## src/rtl/vga_game_pkg.sv

```systemverilog
// Shared types for the quadrant game: move directions, grid positions,
// scheduler states and the move-target helper.
package vga_game_pkg;

    typedef enum logic [1:0] {
        UP    = 2'b00,
        DOWN  = 2'b01,
        LEFT  = 2'b10,
        RIGHT = 2'b11
    } dir_t;

    typedef struct packed {
        logic x;
        logic y;
    } quad_t;

    localparam quad_t P1_RESET_QUAD = '{x: 1'b0, y: 1'b0};
    localparam quad_t P2_RESET_QUAD = '{x: 1'b1, y: 1'b1};

    typedef enum logic [1:0] {
        IDLE    = 2'b00,
        RESOLVE = 2'b01,
        COMMIT  = 2'b10
    } sched_state_t;

    typedef enum logic {
        PRI_P1 = 1'b0,
        PRI_P2 = 1'b1
    } prio_t;

    // A move only ever touches one axis; hitting the grid edge returns pos unchanged.
    function automatic quad_t move_target(input quad_t pos, input dir_t dir);
        quad_t t;
        t = pos;
        case (dir)
            UP:      t.y = 1'b0;
            DOWN:    t.y = 1'b1;
            LEFT:    t.x = 1'b0;
            RIGHT:   t.x = 1'b1;
            default: t = pos;
        endcase
        return t;
    endfunction

endpackage

```

## src/rtl/player_position_scheduler_if.sv

```systemverilog
// Request handshakes, frame pulse and position/collision outputs between the
// input logic (master) and the position scheduler (slave).
interface player_position_scheduler_if;
    import vga_game_pkg::*;

    logic frame_start;
    logic p1_req_valid;
    dir_t p1_req_dir;
    logic p1_req_ready;
    logic p2_req_valid;
    dir_t p2_req_dir;
    logic p2_req_ready;
    logic p1x;
    logic p1y;
    logic p2x;
    logic p2y;
    logic collision;

    modport master (
        output frame_start, p1_req_valid, p1_req_dir, p2_req_valid, p2_req_dir,
        input  p1_req_ready, p2_req_ready, p1x, p1y, p2x, p2y, collision
    );

    modport slave (
        input  frame_start, p1_req_valid, p1_req_dir, p2_req_valid, p2_req_dir,
        output p1_req_ready, p2_req_ready, p1x, p1y, p2x, p2y, collision
    );

endinterface

```

## src/rtl/player_request_slot.sv

```systemverilog
// One player's request slot: valid/ready handshake, single pending move and
// the post-move cooldown counter counted in frames.
module player_request_slot
    import vga_game_pkg::*;
#(
    parameter int unsigned COOLDOWN = 8
) (
    input  logic clk,
    input  logic reset_n,
    input  logic idle_i,
    input  logic frame_tick_i,
    input  logic req_valid_i,
    input  dir_t req_dir_i,
    output logic req_ready_o,
    output logic pending_o,
    output dir_t pending_dir_o,
    input  logic clear_i,
    input  logic load_i
);

    localparam int unsigned CW = (COOLDOWN > 0) ? $clog2(COOLDOWN + 1) : 1;

    logic          pending_q, pending_d;
    dir_t          dir_q, dir_d;
    logic [CW-1:0] cooldown_q, cooldown_d;

    assign req_ready_o   = idle_i && !pending_q && (cooldown_q == '0);
    assign pending_o     = pending_q;
    assign pending_dir_o = dir_q;

    always_comb begin
        // NOTE: every output of this block gets a default first so no path leaves it unassigned (no latch).
        pending_d  = pending_q;
        dir_d      = dir_q;
        cooldown_d = cooldown_q;
        if (clear_i) begin
            pending_d = 1'b0;
        end
        if (req_valid_i && req_ready_o) begin
            pending_d = 1'b1;
            dir_d     = req_dir_i;
        end
        if (load_i) begin
            cooldown_d = CW'(COOLDOWN);
        end else if (frame_tick_i && (cooldown_q != '0)) begin
            cooldown_d = cooldown_q - CW'(1);
        end
    end

    // NOTE: state registers use non-blocking assignment so all flops update together at the edge.
    always_ff @(posedge clk or negedge reset_n) begin
        if (!reset_n) begin
            pending_q  <= 1'b0;
            dir_q      <= UP;
            cooldown_q <= '0;
        end else begin
            pending_q  <= pending_d;
            dir_q      <= dir_d;
            cooldown_q <= cooldown_d;
        end
    end

endmodule

```

## src/rtl/player_position_scheduler.sv

```systemverilog
// Owns both players' quadrant positions; resolves pending moves once per
// vertical blank and commits them two cycles after frame_start.
module player_position_scheduler
    import vga_game_pkg::*;
#(
    parameter int unsigned MOVE_COOLDOWN_FRAMES = 8,
    parameter bit          ALLOW_SHARE          = 1'b0
) (
    input logic                         clk,
    input logic                         reset_n,
    player_position_scheduler_if.slave  bus
);

    sched_state_t state_q, state_d;
    quad_t        p1_q, p1_d, p2_q, p2_d;
    quad_t        res1_q, res1_d, res2_q, res2_d;
    logic         act1_q, act1_d, act2_q, act2_d;
    logic         moved1_q, moved1_d, moved2_q, moved2_d;
    logic         collision_q, collision_d;
    prio_t        prio_q, prio_d, prio_nxt;

    logic  idle, frame_tick;
    logic  p1_pending, p2_pending;
    dir_t  p1_dir, p2_dir;
    quad_t t1, t2;
    logic  mv1, mv2, go1, go2, coll;

    assign idle       = (state_q == IDLE);
    assign frame_tick = idle && bus.frame_start;

    player_request_slot #(.COOLDOWN(MOVE_COOLDOWN_FRAMES)) u_slot_p1 (
        .clk          (clk),
        .reset_n      (reset_n),
        .idle_i       (idle),
        .frame_tick_i (frame_tick),
        .req_valid_i  (bus.p1_req_valid),
        .req_dir_i    (bus.p1_req_dir),
        .req_ready_o  (bus.p1_req_ready),
        .pending_o    (p1_pending),
        .pending_dir_o(p1_dir),
        .clear_i      ((state_q == COMMIT) && act1_q),
        .load_i       ((state_q == COMMIT) && moved1_q)
    );

    player_request_slot #(.COOLDOWN(MOVE_COOLDOWN_FRAMES)) u_slot_p2 (
        .clk          (clk),
        .reset_n      (reset_n),
        .idle_i       (idle),
        .frame_tick_i (frame_tick),
        .req_valid_i  (bus.p2_req_valid),
        .req_dir_i    (bus.p2_req_dir),
        .req_ready_o  (bus.p2_req_ready),
        .pending_o    (p2_pending),
        .pending_dir_o(p2_dir),
        .clear_i      ((state_q == COMMIT) && act2_q),
        .load_i       ((state_q == COMMIT) && moved2_q)
    );

    // Edge-of-grid requests drop out here as non-movers before arbitration.
    assign t1  = move_target(p1_q, p1_dir);
    assign t2  = move_target(p2_q, p2_dir);
    assign mv1 = act1_q && (t1 != p1_q);
    assign mv2 = act2_q && (t2 != p2_q);

    always_comb begin
        go1      = mv1;
        go2      = mv2;
        coll     = 1'b0;
        prio_nxt = prio_q;
        if (ALLOW_SHARE == 1'b0) begin
            if (mv1 && mv2 && (t1 == t2)) begin
                coll = 1'b1;
                if (prio_q == PRI_P1) begin
                    go2      = 1'b0;
                    prio_nxt = PRI_P2;
                end else begin
                    go1      = 1'b0;
                    prio_nxt = PRI_P1;
                end
            end else if (mv1 && mv2 && (t1 == p2_q) && (t2 == p1_q)) begin
                go1  = 1'b0;
                go2  = 1'b0;
                coll = 1'b1;
            end else begin
                if (mv1 && !mv2 && (t1 == p2_q)) begin
                    go1  = 1'b0;
                    coll = 1'b1;
                end
                if (mv2 && !mv1 && (t2 == p1_q)) begin
                    go2  = 1'b0;
                    coll = 1'b1;
                end
            end
        end
    end

    // Pendings are snapshotted at frame_start so a same-cycle acceptance waits for the next frame.
    always_comb begin
        state_d     = state_q;
        p1_d        = p1_q;
        p2_d        = p2_q;
        res1_d      = res1_q;
        res2_d      = res2_q;
        act1_d      = act1_q;
        act2_d      = act2_q;
        moved1_d    = moved1_q;
        moved2_d    = moved2_q;
        collision_d = 1'b0;
        prio_d      = prio_q;
        case (state_q)
            IDLE: begin
                if (bus.frame_start) begin
                    state_d = RESOLVE;
                    act1_d  = p1_pending;
                    act2_d  = p2_pending;
                end
            end
            RESOLVE: begin
                state_d     = COMMIT;
                res1_d      = go1 ? t1 : p1_q;
                res2_d      = go2 ? t2 : p2_q;
                moved1_d    = go1;
                moved2_d    = go2;
                collision_d = coll;
                prio_d      = prio_nxt;
            end
            COMMIT: begin
                state_d = IDLE;
                p1_d    = res1_q;
                p2_d    = res2_q;
            end
            default: state_d = IDLE;
        endcase
    end

    always_ff @(posedge clk or negedge reset_n) begin
        if (!reset_n) begin
            state_q     <= IDLE;
            p1_q        <= P1_RESET_QUAD;
            p2_q        <= P2_RESET_QUAD;
            res1_q      <= P1_RESET_QUAD;
            res2_q      <= P2_RESET_QUAD;
            act1_q      <= 1'b0;
            act2_q      <= 1'b0;
            moved1_q    <= 1'b0;
            moved2_q    <= 1'b0;
            collision_q <= 1'b0;
            prio_q      <= PRI_P1;
        end else begin
            state_q     <= state_d;
            p1_q        <= p1_d;
            p2_q        <= p2_d;
            res1_q      <= res1_d;
            res2_q      <= res2_d;
            act1_q      <= act1_d;
            act2_q      <= act2_d;
            moved1_q    <= moved1_d;
            moved2_q    <= moved2_d;
            collision_q <= collision_d;
            prio_q      <= prio_d;
        end
    end

    assign bus.p1x       = p1_q.x;
    assign bus.p1y       = p1_q.y;
    assign bus.p2x       = p2_q.x;
    assign bus.p2y       = p2_q.y;
    assign bus.collision = collision_q;

endmodule

```

## src/flat_wrapper.sv

```systemverilog
// flat-port wrapper written by rule: the top's interface ports become plain ports
module player_position_scheduler_flat import vga_game_pkg::*;
#(
    parameter int unsigned MOVE_COOLDOWN_FRAMES = 8,
    parameter bit          ALLOW_SHARE          = 1'b0
)
  (clk, reset_n, bus_frame_start, bus_p1_req_valid, bus_p1_req_dir, bus_p2_req_valid, bus_p2_req_dir, bus_p1_req_ready, bus_p2_req_ready, bus_p1x, bus_p1y, bus_p2x, bus_p2y, bus_collision);
  player_position_scheduler_if bus_i ();
  input logic clk;
  input logic reset_n;
  input wire logic [$bits(bus_i.frame_start)-1:0] bus_frame_start;
  input wire logic [$bits(bus_i.p1_req_valid)-1:0] bus_p1_req_valid;
  input wire logic [$bits(bus_i.p1_req_dir)-1:0] bus_p1_req_dir;
  input wire logic [$bits(bus_i.p2_req_valid)-1:0] bus_p2_req_valid;
  input wire logic [$bits(bus_i.p2_req_dir)-1:0] bus_p2_req_dir;
  output wire logic [$bits(bus_i.p1_req_ready)-1:0] bus_p1_req_ready;
  output wire logic [$bits(bus_i.p2_req_ready)-1:0] bus_p2_req_ready;
  output wire logic [$bits(bus_i.p1x)-1:0] bus_p1x;
  output wire logic [$bits(bus_i.p1y)-1:0] bus_p1y;
  output wire logic [$bits(bus_i.p2x)-1:0] bus_p2x;
  output wire logic [$bits(bus_i.p2y)-1:0] bus_p2y;
  output wire logic [$bits(bus_i.collision)-1:0] bus_collision;
  assign bus_i.frame_start = bus_frame_start;
  assign bus_i.p1_req_valid = bus_p1_req_valid;
  assign bus_i.p1_req_dir = bus_p1_req_dir;
  assign bus_i.p2_req_valid = bus_p2_req_valid;
  assign bus_i.p2_req_dir = bus_p2_req_dir;
  assign bus_p1_req_ready = bus_i.p1_req_ready;
  assign bus_p2_req_ready = bus_i.p2_req_ready;
  assign bus_p1x = bus_i.p1x;
  assign bus_p1y = bus_i.p1y;
  assign bus_p2x = bus_i.p2x;
  assign bus_p2y = bus_i.p2y;
  assign bus_collision = bus_i.collision;
  player_position_scheduler #(.MOVE_COOLDOWN_FRAMES(MOVE_COOLDOWN_FRAMES), .ALLOW_SHARE(ALLOW_SHARE)) u_core (.clk(clk), .reset_n(reset_n), .bus(bus_i));
endmodule
```

## config.mk

```make
export PLATFORM = sky130hd
export DESIGN_NAME = player_position_scheduler_flat
export DESIGN_NICKNAME = d
export VERILOG_FILES = /design/src/rtl/vga_game_pkg.sv /design/src/rtl/player_position_scheduler_if.sv /design/src/rtl/player_request_slot.sv /design/src/rtl/player_position_scheduler.sv /design/src/flat_wrapper.sv
export SDC_FILE = /design/constraint.sdc
export NUM_CORES = 1
export LEC_CHECK = 0
export CORE_MARGIN = 2
export CORE_UTILIZATION = 47
export DETAILED_ROUTE_END_ITERATION = 7
export MAX_ROUTING_LAYER = met4
export PLACE_DENSITY_LB_ADDON = 0.2
export SKIP_LAST_GASP = 1
export SLEW_MARGIN = 5
export SYNTH_ARGS = -nofsm -noshare
export SYNTH_HDL_FRONTEND = slang
export SYNTH_SLANG_ARGS = --single-unit
```

## constraint.sdc

```tcl
create_clock -name clk -period 2.48 [get_ports clk]
set_input_delay 0.372 -clock clk [delete_from_list [all_inputs] [get_ports clk]]
set_output_delay 0.372 -clock clk [all_outputs]
set_load 0.03 [all_outputs]
```

==> impl_metrics.py <==
metrics = {
    "outcome": {
        "outcome": "complete, no violations",
    },
    "global_route": {
        "overflow": 0,
        "grt_util_met1_pct": 23.9,
        "grt_max_degree": 31,
        "antenna_found_initial": 0,
        "grt_pass1_wl_um": 5640,
        "grt_util_met3_pct": 6.13,
        "met2_usage_pct": 29.4,
        "grt.busiest_layer": "met2",
        "grt_util_all_layers_pct": 19.2,
        "grt_pass1_vias": 1220,
    },
    "clock_network": {
        "clkSlewWorstSetupHoldPaths_ps": 100,
        "htreeDepth": 2,
        "clock_path_buffers": 2,
        "post_cts_resized": 0,
        "clk_latency_ps": 340,
        "cts_root_buffer": "clkbuf_4",
        "cts_tree": "built",
        "clock-sinks": 30,
        "cts_hold_buf": 0,
        "postCtsSetupBuffers": 0,
        "cts-buffers-inserted": 5,
    },
    "route": {
        "wl_um": 3260,
        "drt-initial-drc-count": 43,
        "drc": 0,
        "wl_per_cell_um": 14.8,
        "via_per_inst": 5.29,
        "ant_nets": 0,
        "num_vias": 1170,
        "dr.pass1.iters": 4,
    },
    "power_and_ir_drop": {
        "cellLeakagePower_nw": 0.833,
        "sw_frac_of_total_pct": 38.4,
        "clkPwrFrac_pct": 17.6,
        "vdd_drop_max_v": 0.000412,
        "internal_power_w": 0.000992,
        "comb_power_share_pct": 34.7,
        "powerDensity_nw_per_um2": 850,
        "p_switching_w": 0.000617,
        "seqPwrFrac_pct": 47.8,
    },
    "final_layout": {
        "drive_gt1_share_pct": 16.0,
        "diodes": 0,
        "area.growth.synth_to_final_pct": 15.7,
        "final_util_pct": 56.7,
        "final_nets": 187,
        "fillers": 301,
        "final_area_um2": 1890,
    },
    "critical_path": {
        "path_max_fanout": 3,
        "worstPathRequired_ps": 2110,
        "path_class": "reg2out",
        "worstSetupStartpointType": "flop",
        "crit_arrival_ps": 1930,
        "cp-end-kind": "output port",
    },
    "yosys": {
        "seq_area_frac_synth_pct": 46.2,
        "netlist_top_cells_area": "dfrtp_1 (40%), dfstp_2 (6.4%), mux2_2 (6.2%)",
        "syn_inst": 153,
        "yosys_warnings": 0,
        "synth_top_cell_area_share_pct": 39.8,
        "netlist_area_um2": 1640,
        "yosysTopAreaCell": "dfrtp_1",
        "synth_nets": 166,
        "avgSynthCellArea_um2": 10.7,
        "ys_types": 36,
        "ys_ff_latch": 30,
    },
    "die": {
        "start_util_pct": 49.0,
        "core_um2": 3340,
        "die_w_um": 63.0,
        "io_pins": 16,
        "die_h_um": 63.0,
        "rows": 21,
        "die_area_um2": 3970,
    },
    "placement": {
        "place.gp.congestion": 0.817,
        "numPortBuffers": 15,
        "placed_area_um2": 1840,
        "dpl.hpwl_um": 2370,
    },
    "run": {
        "maxCapViolCount": 0,
    },
    "timing": {
        "rsz0062_at_grt": "no",
        "finalSetupTns_ps": 0,
        "tightest_slew_ps": 504,
        "fin_crit_ps": 2300,
        "slew_headroom_pct": 66.3,
        "fin_worst_skew_ps": 14.2,
        "maxSlewViolCount": 0,
        "fmax_ghz": 0.435,
        "setup_viol": 0,
        "period_share_pct": 92.6,
        "finalHoldViolCount": 0,
    },
    "hold_path": {
        "worst_hold_path_type": "in2async",
    },
}
## per-stage QoR
step	cells	hold slack, ps	power [W]	setup slack (ps)
2_1_floorplan	153	76.4	0.00118	356
3_3_place_gp	213	449	0.00130	409
3_5_place_dp	213	464	0.00134	285
4_1_cts	221	427	0.00162	161
5_1_grt	221	451	0.00174	70.2
6_report	221	421	0.00161	182
## critical path, cell delays in order, from the launching register on
cell and delay, ps:
dfrtp_1 420, inv_1 90, ha_1 170, and4b_1 240, clkdlybuf4s50_1 680
## path summary, 6_finish.rpt
check | from | endpoint | slack, ps | depth (start not counted)
max in group asynchronous | reset_n | u_core.bus.p2y | 1730 | 2
min reg2reg | u_core.res2_q[1] | u_core.res2_q[1] | 470 | 2
min in group clk | u_core.res2_q[1] | u_core.res2_q[1] | 470 | 2
min | reset_n | u_core.res1_q[1] | 420 | 2
max reg2reg | u_core.bus.p1y | u_core.res1_q[1] | 270 | 6
max | u_core.u_slot_p2.cooldown_q[0] | bus_p2_req_ready | 180 | 4
## power by group through the flow
stage          Sequential (W)  Combinational, W  Clock, W
4_1_cts              0.000767          0.000563  0.000293
5_1_grt              0.000791          0.000630  0.000315
6_report             0.000769          0.000558  0.000282
3_3_place_gp         0.000766          0.000532         0
2_1_floorplan        0.000749          0.000432         0
3_5_place_dp         0.000773          0.000564         0
## cells in the mapped netlist, drive strengths merged
cell type	n
dfrtp	26
nand2	26
mux2	10
mux2i	9
xor2	9
nor2	8
o21ai	8
a21oi	7
inv	7
dfstp	4
ha	4
nor3	4
and3	3
nand2b	3
xnor2	3
a211oi	2
a21o	2
a22o	2
and4b	2
clkbuf	2
nor4	2
o31a	2
a2111oi	1
a21boi	1
a221oi	1
a311o	1
buf	1
nor2b	1
o21bai	1
or4	1
## sequential cells by signal, indices dropped and copies added (netlist names)
register / flops
u_core.res2_q: 2
u_core.bus.p1y: 1
u_core.u_slot_p1.pending_o: 1
u_core.state_q: 2
u_core.prio_q: 1
u_core.u_slot_p2.pending_dir_o: 2
u_core.bus.p1x: 1
u_core.res1_q: 2
u_core.moved1_q: 1
u_core.u_slot_p2.cooldown_q: 4
u_core.moved2_q: 1
u_core.u_slot_p1.cooldown_q: 4
u_core.u_slot_p2.pending_o: 1
u_core.u_slot_p1.pending_dir_o: 2
u_core.act2_q: 1
u_core.bus.p2y: 1
u_core.bus.p2x: 1
u_core.act1_q: 1
u_core.bus.collision: 1
## final cells by class
| cell class | count | area [um^2] | share of cell area (%) |
|---|---|---|---|
| inverters | 7 | 26.3 | 1.39 |
| flip-flops and latches | 30 | 756 | 39.9 |
| repair buffers | 17 | 165 | 8.72 |
| multi-input cells | 113 | 840 | 44.3 |
| well taps | 46 | 57.6 | 3.04 |
| clock buffers | 8 | 48.8 | 2.58 |
## cell usage in the layout, fill, tap and decap left out, drive strengths merged
master | Yosys | final
nor2 | 8 | 8
nand2b | 3 | 3
a211oi | 2 | 2
clkdlybuf4s50 | 0 | 15
a21boi | 1 | 1
clkbuf | 2 | 8
dfrtp | 26 | 26
inv | 7 | 7
nor2b | 1 | 1
o21ai | 8 | 8
nor4 | 2 | 2
and3 | 3 | 3
a311o | 1 | 1
mux2 | 10 | 10
mux2i | 9 | 9
dfstp | 4 | 4
o21bai | 1 | 1
xor2 | 9 | 9
or4 | 1 | 1
a21oi | 7 | 7
nand2 | 26 | 26
and4b | 2 | 2
a22o | 2 | 2
xnor2 | 3 | 3
a221oi | 1 | 1
buf | 1 | 2
a2111oi | 1 | 1
nor3 | 4 | 4
o31a | 2 | 2
ha | 4 | 4
a21o | 2 | 2
## kinds of logic after synthesis
| logic type | share of synthesized area, % |
|---|---|
| AOI/OAI and AO/OA | 13.3 |
| xor gates and xnor gates | 6.88 |
| adders and majority gates | 3.06 |
| buffers and inverters | 2.52 |
| DFF | 46.2 |
| muxes | 12.6 |
| and+or+nand+nor | 15.4 |
## metal layers
| metal | share of wire [%] | routed length (um) |
|---|---|---|
| met1 | 45 | 1470 |
| met2 | 49 | 1590 |
| met3 | 4.4 | 144 |
| met4 | 1.7 | 56 |
| met5 | 0 | 0 |
(Power assumes the default switching activity.)
